===== src/rtl/nmi_apb_pkg.sv =====
// nmi_apb_pkg: shared types and helpers for the NMI-to-APB bridge
package nmi_apb_pkg;
  typedef enum logic [1:0] {IDLE, SETUP, ACCESS, RESP} state_e;
  typedef enum logic [1:0] {ERR_NONE = 2'd0, ERR_SLV = 2'd1, ERR_TMO = 2'd2, ERR_DEC = 2'd3} err_code_e;
  function automatic int slv_idx_w(input int n);
    return (n > 1) ? $clog2(n) : 1;
  endfunction
endpackage


===== src/rtl/nmi_apb_decoder.sv =====
// nmi_apb_decoder: base/mask address decode, lowest matching slot wins
module nmi_apb_decoder
  import nmi_apb_pkg::*;
#(
  parameter int                    NUM_SLV  = 8,
  parameter logic [NUM_SLV*32-1:0] SLV_BASE = {NUM_SLV{32'h0}},
  parameter logic [NUM_SLV*32-1:0] SLV_MASK = {NUM_SLV{32'hFFFF_F000}},
  parameter int                    IW       = slv_idx_w(NUM_SLV)
) (
  input  logic [31:0]        i_addr,
  output logic               o_hit,
  output logic [IW-1:0]      o_idx,
  output logic [NUM_SLV-1:0] o_sel
);
  // scan from the top so the lowest matching slot is the last to overwrite
  always_comb begin
    o_hit = 1'b0;
    o_idx = '0;
    for (int i = NUM_SLV - 1; i >= 0; i--)
      if ((i_addr & SLV_MASK[32*i +: 32]) == SLV_BASE[32*i +: 32]) begin
        o_hit = 1'b1;
        o_idx = IW'(i);
      end
  end

  assign o_sel = o_hit ? (NUM_SLV'(1) << o_idx) : '0;
endmodule


===== src/rtl/nmi_apb_bridge.sv =====
// nmi_apb_bridge: NMI request to APB4 transfer with decode, timeout and error capture
module nmi_apb_bridge
  import nmi_apb_pkg::*;
#(
  parameter int                    NUM_SLV     = 8,
  parameter logic [NUM_SLV*32-1:0] SLV_BASE    = {NUM_SLV{32'h0}},
  parameter logic [NUM_SLV*32-1:0] SLV_MASK    = {NUM_SLV{32'hFFFF_F000}},
  parameter int                    TIMEOUT_CYC = 255,
  parameter logic [31:0]           ERR_RDATA   = 32'hDEAD_BEEF,
  parameter logic [2:0]            PPROT_VAL   = 3'b000
) (
  input  logic                    clk_i,
  input  logic                    rst_i,
  input  logic                    mem_valid_i,
  input  logic [31:0]             mem_addr_i,
  input  logic [31:0]             mem_wdata_i,
  input  logic [3:0]              mem_wstrb_i,
  output logic [31:0]             mem_rdata_o,
  output logic                    mem_ready_o,
  output logic [31:0]             apb_paddr_o,
  output logic [2:0]              apb_pprot_o,
  output logic [NUM_SLV-1:0]      apb_psel_o,
  output logic                    apb_penable_o,
  output logic                    apb_pwrite_o,
  output logic [31:0]             apb_pwdata_o,
  output logic [3:0]              apb_pstrb_o,
  input  logic [NUM_SLV-1:0]      apb_pready_i,
  input  logic [NUM_SLV*32-1:0]   apb_prdata_i,
  input  logic [NUM_SLV-1:0]      apb_pslverr_i,
  output logic                    err_o,
  output logic [1:0]              err_code_o,
  output logic [31:0]             err_addr_o
);
  localparam int IW = slv_idx_w(NUM_SLV);
  localparam int CW = (TIMEOUT_CYC > 0) ? $clog2(TIMEOUT_CYC + 1) : 1;
  localparam logic [CW-1:0] TMO_LAST = CW'((TIMEOUT_CYC > 0) ? TIMEOUT_CYC - 1 : 0);

  state_e               r_state;
  logic [IW-1:0]        r_idx;
  logic [CW-1:0]        r_cnt;
  logic [NUM_SLV-1:0]   r_psel;
  logic                 r_penable;
  logic                 r_pwrite;
  logic [31:0]          r_paddr;
  logic [31:0]          r_pwdata;
  logic [3:0]           r_pstrb;
  logic                 r_ready;
  logic [31:0]          r_rdata;
  logic                 r_err;
  err_code_e            r_err_code;
  logic [31:0]          r_err_addr;

  logic                 w_hit;
  logic [IW-1:0]        w_idx;
  logic [NUM_SLV-1:0]   w_sel;
  logic                 w_pready;
  logic                 w_pslverr;
  logic [31:0]          w_prdata;
  logic                 w_tmo;
  logic                 w_fail;

  nmi_apb_decoder #(
    .NUM_SLV  (NUM_SLV),
    .SLV_BASE (SLV_BASE),
    .SLV_MASK (SLV_MASK),
    .IW       (IW)
  ) u_dec (
    .i_addr (mem_addr_i),
    .o_hit  (w_hit),
    .o_idx  (w_idx),
    .o_sel  (w_sel)
  );

  assign w_pready    = apb_pready_i[r_idx];
  assign w_pslverr   = apb_pslverr_i[r_idx];
  assign w_prdata    = apb_prdata_i[{r_idx, 5'b0} +: 32];
  assign w_tmo       = (TIMEOUT_CYC > 0) && (r_cnt == TMO_LAST);
  assign w_fail      = !w_pready || w_pslverr;

  assign mem_rdata_o   = r_rdata;
  assign mem_ready_o   = r_ready;
  assign apb_paddr_o   = r_paddr;
  assign apb_pprot_o   = PPROT_VAL;
  assign apb_psel_o    = r_psel;
  assign apb_penable_o = r_penable;
  assign apb_pwrite_o  = r_pwrite;
  assign apb_pwdata_o  = r_pwdata;
  assign apb_pstrb_o   = r_pstrb;
  assign err_o         = r_err;
  assign err_code_o    = r_err_code;
  assign err_addr_o    = r_err_addr;

  // transfer FSM; every output is registered on the transition into its state
  always_ff @(posedge clk_i) begin
    if (rst_i) begin
      r_state    <= IDLE;
      r_idx      <= '0;
      r_cnt      <= '0;
      r_psel     <= '0;
      r_penable  <= 1'b0;
      r_pwrite   <= 1'b0;
      r_paddr    <= '0;
      r_pwdata   <= '0;
      r_pstrb    <= '0;
      r_ready    <= 1'b0;
      r_rdata    <= '0;
      r_err      <= 1'b0;
      r_err_code <= ERR_NONE;
      r_err_addr <= '0;
    end else begin
      case (r_state)
        IDLE: if (mem_valid_i) begin
          if (w_hit) begin
            r_state  <= SETUP;
            r_idx    <= w_idx;
            r_psel   <= w_sel;
            r_paddr  <= mem_addr_i;
            r_pwdata <= mem_wdata_i;
            r_pstrb  <= mem_wstrb_i;
            r_pwrite <= |mem_wstrb_i;
          end else begin
            r_state    <= RESP;
            r_ready    <= 1'b1;
            r_rdata    <= ERR_RDATA;
            r_err      <= 1'b1;
            r_err_code <= ERR_DEC;
            r_err_addr <= mem_addr_i;
          end
        end
        SETUP: begin
          r_state   <= ACCESS;
          r_penable <= 1'b1;
          r_cnt     <= '0;
        end
        ACCESS: begin
          r_cnt <= r_cnt + CW'(1);
          if (w_pready || w_tmo) begin
            r_state   <= RESP;
            r_ready   <= 1'b1;
            r_err     <= w_fail;
            r_rdata   <= w_fail ? ERR_RDATA : (r_pwrite ? '0 : w_prdata);
            r_psel    <= '0;
            r_penable <= 1'b0;
            r_pwrite  <= 1'b0;
            r_paddr   <= '0;
            r_pwdata  <= '0;
            r_pstrb   <= '0;
            if (w_fail) begin
              r_err_code <= w_pready ? ERR_SLV : ERR_TMO;
              r_err_addr <= r_paddr;
            end
          end
        end
        RESP: begin
          r_state <= IDLE;
          r_ready <= 1'b0;
          r_err   <= 1'b0;
          r_rdata <= '0;
        end
        default: r_state <= IDLE;
      endcase
    end
  end
endmodule

===== config.mk =====
export PLATFORM = sky130hd
export DESIGN_NAME = nmi_apb_bridge
export DESIGN_NICKNAME = d
export VERILOG_FILES = /design/src/rtl/nmi_apb_pkg.sv /design/src/rtl/nmi_apb_decoder.sv /design/src/rtl/nmi_apb_bridge.sv
export SDC_FILE = /design/constraint.sdc
export NUM_CORES = 1
export LEC_CHECK = 0
export ABC_AREA = 1
export CORE_AREA = 2 2 193 195
export DETAILED_ROUTE_END_ITERATION = 8
export DIE_AREA = 0 0 195 197
export GPL_TIMING_DRIVEN = 0
export SLEW_MARGIN = 20
export SYNTH_ARGS = -nofsm -noshare
export SYNTH_HDL_FRONTEND = slang
export SYNTH_SLANG_ARGS = --single-unit
export TNS_END_PERCENT = 10

===== constraint.sdc =====
create_clock -name clk_i -period 2.3 [get_ports clk_i]
set_input_delay 0.46 -clock clk_i [delete_from_list [all_inputs] [get_ports clk_i]]
set_output_delay 0.46 -clock clk_i [all_outputs]
set_load 0.005 [all_outputs]

==> run_summary.xml <==
<?xml version="1.0" encoding="UTF-8"?>
<metrics>
  <group name="critical_path">
    <metric name="cells_along_the_critical_path" unit="">inv_1 &gt; ha_1 &gt; buf_4 &gt; nor2_1 &gt; inv_1 &gt; nor2_1 &gt; nor2_4 &gt; nand2_4 &gt; buf_2 &gt; o21ai_0 &gt; nor2_1</metric>
    <metric name="critPathRequiredTime" unit="ns">2.62</metric>
    <metric name="rr_worst_depth" unit="">11</metric>
    <metric name="crit_path_launch" unit="">r_state[0]</metric>
    <metric name="path_delay_family" unit="">buffers and inverters</metric>
    <metric name="type_of_element_capturing_the_critical_path" unit="">flip-flop</metric>
    <metric name="critPathSlowestCell" unit="">dfxtp_1</metric>
    <metric name="crit_path_max_fanout" unit="">10</metric>
    <metric name="r2r-start" unit="">r_state[0]</metric>
    <metric name="cp_num_buf_inv" unit="">4</metric>
    <metric name="max_stage_delay" unit="ns">0.32</metric>
    <metric name="type_of_element_launching_the_critical_path" unit="">flip-flop</metric>
    <metric name="reg2reg_slack" unit="ns">0.12</metric>
    <metric name="timing_worst_setup_path_type" unit="">flip-flop to flip-flop</metric>
    <metric name="worst_ep_arrival_time" unit="ns">2.50</metric>
    <metric name="top_cell_by_count_worst_path" unit="">nor2_1</metric>
    <metric name="worstReg2RegEnd" unit="">mem_rdata_o[19]</metric>
  </group>
  <group name="die">
    <metric name="fp.dieArea" unit="um^2">38400</metric>
    <metric name="floorplan.initialDensity" unit="%">19.2</metric>
    <metric name="core.rowCount" unit="">70</metric>
    <metric name="floorplan.die.height" unit="um">197</metric>
    <metric name="die_w" unit="um">195</metric>
    <metric name="floorplan.core_area" unit="um^2">36300</metric>
    <metric name="ioPinCount" unit="">492</metric>
  </group>
  <group name="placed_design">
    <metric name="dpl.hpwl" unit="um">21000</metric>
    <metric name="place.port_buffers" unit="">242</metric>
    <metric name="placed_area" unit="um^2">10000</metric>
    <metric name="place.gp.congestion" unit="">0.793</metric>
  </group>
  <group name="hold_path">
    <metric name="holdCritStartpoint" unit="">err_code_o[0]</metric>
    <metric name="worstHoldPathCells" unit="">2</metric>
    <metric name="holdCritPathClass" unit="">flip-flop to flip-flop</metric>
    <metric name="hold-path-endpoint" unit="">err_code_o[0]</metric>
  </group>
  <group name="detailed_routing">
    <metric name="post_drt_via_cell_ratio" unit="">4.12</metric>
    <metric name="drt-pass1-iter-count" unit="">5</metric>
    <metric name="drc" unit="">0</metric>
    <metric name="wire_per_inst" unit="um">15.5</metric>
    <metric name="detail_route.iter0.violations" unit="">265</metric>
    <metric name="detailroute.via_count" unit="">7202</metric>
    <metric name="wirelength" unit="um">27100</metric>
    <metric name="ant_nets" unit="">0</metric>
  </group>
  <group name="sta">
    <metric name="final.period_utilization" unit="%">94.6</metric>
    <metric name="clock_skew" unit="ns">0.0115</metric>
    <metric name="slew_headroom" unit="%">48.6</metric>
    <metric name="peak_clock_frequency_supported_by_timing" unit="MHz">460</metric>
    <metric name="timing_worst_slew_pin_value" unit="ns">0.771</metric>
    <metric name="fin_crit" unit="ns">2.18</metric>
    <metric name="grt_setup_unrepaired" unit="">yes</metric>
    <metric name="report.final.setup_viol" unit="">0</metric>
    <metric name="hold_fails_final_rpt" unit="">0</metric>
    <metric name="hold_ws" unit="ns">0.441</metric>
    <metric name="final-max-slew-violation-count" unit="">0</metric>
  </group>
  <group name="global_route">
    <metric name="globalRouteOverflowTotal" unit="">0</metric>
    <metric name="grt_first_pass_wirelength" unit="um">40500</metric>
    <metric name="number_of_antenna_violations_at_the_first_check_in_global_routing" unit="">4</metric>
    <metric name="grt_max_degree" unit="">18</metric>
    <metric name="gr-usage-all-layers" unit="%">14.0</metric>
    <metric name="via_count_of_the_first_global_routing_pass" unit="">6921</metric>
  </group>
  <group name="synthesis">
    <metric name="synth_ff_type" unit="">dfxtp_1</metric>
    <metric name="netlist-cell-type-count" unit="">29</metric>
    <metric name="synthesis.yosys.warnings" unit="">0</metric>
    <metric name="post_synth_instance_area" unit="um^2">6960</metric>
    <metric name="synthesized_flop_and_latch_total" unit="">149</metric>
    <metric name="synth.yosys.seq_area_share" unit="%">42.9</metric>
    <metric name="synth_edf_count" unit="">0</metric>
    <metric name="postSynth.asyncResetShare" unit="%">0</metric>
    <metric name="syn_avg_cell_area" unit="um^2">6.99</metric>
    <metric name="synthesis.instances" unit="">995</metric>
  </group>
  <group name="clock_tree">
    <metric name="cts_hold_buffers" unit="">0</metric>
    <metric name="h-tree-depth" unit="">4</metric>
    <metric name="cts.repair_timing.setup_buffer_count" unit="">0</metric>
    <metric name="cts-buffers-inserted" unit="">17</metric>
    <metric name="clock_tree.root_cell" unit="">clkbuf_16</metric>
    <metric name="cts_buffer_depth" unit="">2</metric>
    <metric name="insertion_delay" unit="ns">0.44</metric>
    <metric name="cts_tree" unit="">done</metric>
    <metric name="cts_num_sinks" unit="">149</metric>
    <metric name="clock_pin_transition_on_the_worst_setup_and_hold_timing_paths" unit="ns">0.07</metric>
  </group>
  <group name="run_status">
    <metric name="outcome" unit="">complete, no violations</metric>
  </group>
  <group name="job">
    <metric name="max_cap_violations" unit="">0</metric>
  </group>
  <group name="cells_and_area">
    <metric name="final_core_utilization" unit="%">29.3</metric>
    <metric name="drive_above_1_share" unit="%">7.43</metric>
    <metric name="area_growth" unit="%">52.5</metric>
    <metric name="final_design_area_no_fill" unit="um^2">10600</metric>
    <metric name="final_net_count" unit="">1614</metric>
  </group>
  <group name="power">
    <metric name="pwr_density_cell" unit="nW/um^2">1330</metric>
    <metric name="leakagePower" unit="uW">0.00439</metric>
    <metric name="max-vdd-ir-drop" unit="mV">0.597</metric>
  </group>
</metrics>
-- routing by layer --
layer / vias up / wire length [um] / GRT usage, %
met4: 4 / 233 / 3.17
met3: 16 / 2730 / 5.99
met1: 3264 / 12600 / 17.8
met5: - / 20 / 0
met2: 238 / 11600 / 21.8
li1: 3680 / - / -
-- synth_stat cells, types with 3 or more instances --
library cell | number | area [um^2]
nand2_1 | 263 | 987
buf_6 | 10 | 113
nand2_2 | 3 | 18.8
buf_2 | 24 | 120
nand3b_1 | 15 | 113
ha_1 | 6 | 75.1
a21oi_1 | 88 | 440
dfxtp_1 | 149 | 2980
nand4_1 | 53 | 332
buf_4 | 12 | 90.1
nand3_1 | 32 | 160
o21ai_0 | 31 | 155
clkbuf_1 | 24 | 90.1
mux2i_1 | 20 | 200
buf_1 | 10 | 37.5
nor2_1 | 129 | 484
inv_1 | 110 | 413
-- how the worst max path moves through the flow --
stage	end	slack (ns)	cells past startpoint
6_report	mem_rdata_o[19]	0.12	11
5_1_grt	mem_rdata_o[19]	-0.04	11
4_1_cts	apb_paddr_o[10]	0.06	9
3_5_place_dp	apb_paddr_o[10]	-0.52	10
3_3_place_gp	apb_psel_o[0]	-0.48	9
2_1_floorplan	mem_rdata_o[13]	0.60	11
-- flip-flops by register name (all words and copies together), names as in the netlist, 2 cells and up --
| name | cells |
|---|---|
| r_state | 2 |
| apb_pwdata_o | 32 |
| apb_paddr_o | 32 |
| apb_pstrb_o | 4 |
| err_code_o | 2 |
| r_cnt | 8 |
| mem_rdata_o | 32 |
| err_addr_o | 32 |
-- worst register-to-register path, cell delays in order, from the launching register on --
cell	delay (ns)
dfxtp_1	0.32
inv_1	0.13
ha_1	0.20
buf_4	0.22
nor2_1	0.07
inv_1	0.16
nor2_1	0.10
nor2_4	0.20
nand2_4	0.13
buf_2	0.21
o21ai_0	0.29
nor2_1	0.06
-- where the power goes --
part           total, uW  internal [uW]  switching, uW
Combinational       7580           3210           4360
Clock               2800           1460           1340
Sequential          3740           3330            415
Total              14100           8000           6120
-- per-stage QoR --
stage	setup WS [ns]	cells	total power [uW]	setup TNS, ns
2_1_floorplan	0.601	1004	8200	0
3_3_place_gp	-0.483	1714	11300	-46.95
3_5_place_dp	-0.521	1714	11400	-48.33
4_1_cts	0.0568	1746	14300	0
5_1_grt	-0.0371	1746	15400	-0.0727
6_report	0.124	1748	14100	0
-- final cells by class --
type	instances	area, um^2
Inverter	111	419
Antenna cell	2	5.00
Clock buffer	17	425
Sequential cell	149	2980
Tap cell	468	586
Multi-Input combinational cell	664	3150
Clock inverter	15	159
Fill cell	3975	25600
Timing Repair Buffer	242	2420
Buffer	80	460
-- repair_timing --
action	4_1_cts	5_1_grt
resized for setup	2	11
hold endpoints to repair	0	0
setup endpoints to repair	42	77
-- layout by cell type (no fill, tap or decap), drive strengths merged --
| cell | Yosys | routed |
|---|---|---|
| nand2 | 268 | 268 |
| nor4 | 1 | 1 |
| a31oi | 1 | 1 |
| nor2 | 132 | 132 |
| clkdlybuf4s50 | 0 | 242 |
| inv | 111 | 121 |
| conb | 1 | 10 |
| clkbuf | 24 | 43 |
| mux2i | 20 | 20 |
| dfxtp | 149 | 149 |
| nand3b | 15 | 15 |
| o21ai | 31 | 31 |
| a21oi | 88 | 88 |
| diode | 0 | 2 |
| nand3 | 33 | 33 |
| buf | 56 | 54 |
| clkinv | 0 | 5 |
| nand4 | 54 | 54 |
| ha | 6 | 6 |
| nor3 | 2 | 2 |
| or2 | 2 | 2 |
| a211oi | 1 | 1 |
-- cells by family (layout without fill, tap and decap cells) --
logic type | Yosys count | count (layout) | synth area share [%]
flip-flops | 149 | 149 | 42.9
AO/OA/AOI/OAI | 121 | 121 | 8.76
multiplexers | 20 | 20 | 2.88
other | 1 | 12 | 0.0539
adder cells (fa/ha/maj) | 6 | 6 | 1.08
AND/OR/NAND/NOR | 507 | 507 | 31.9
buffers and inverters | 191 | 465 | 12.5
Power figures use the tool's default switching activity.
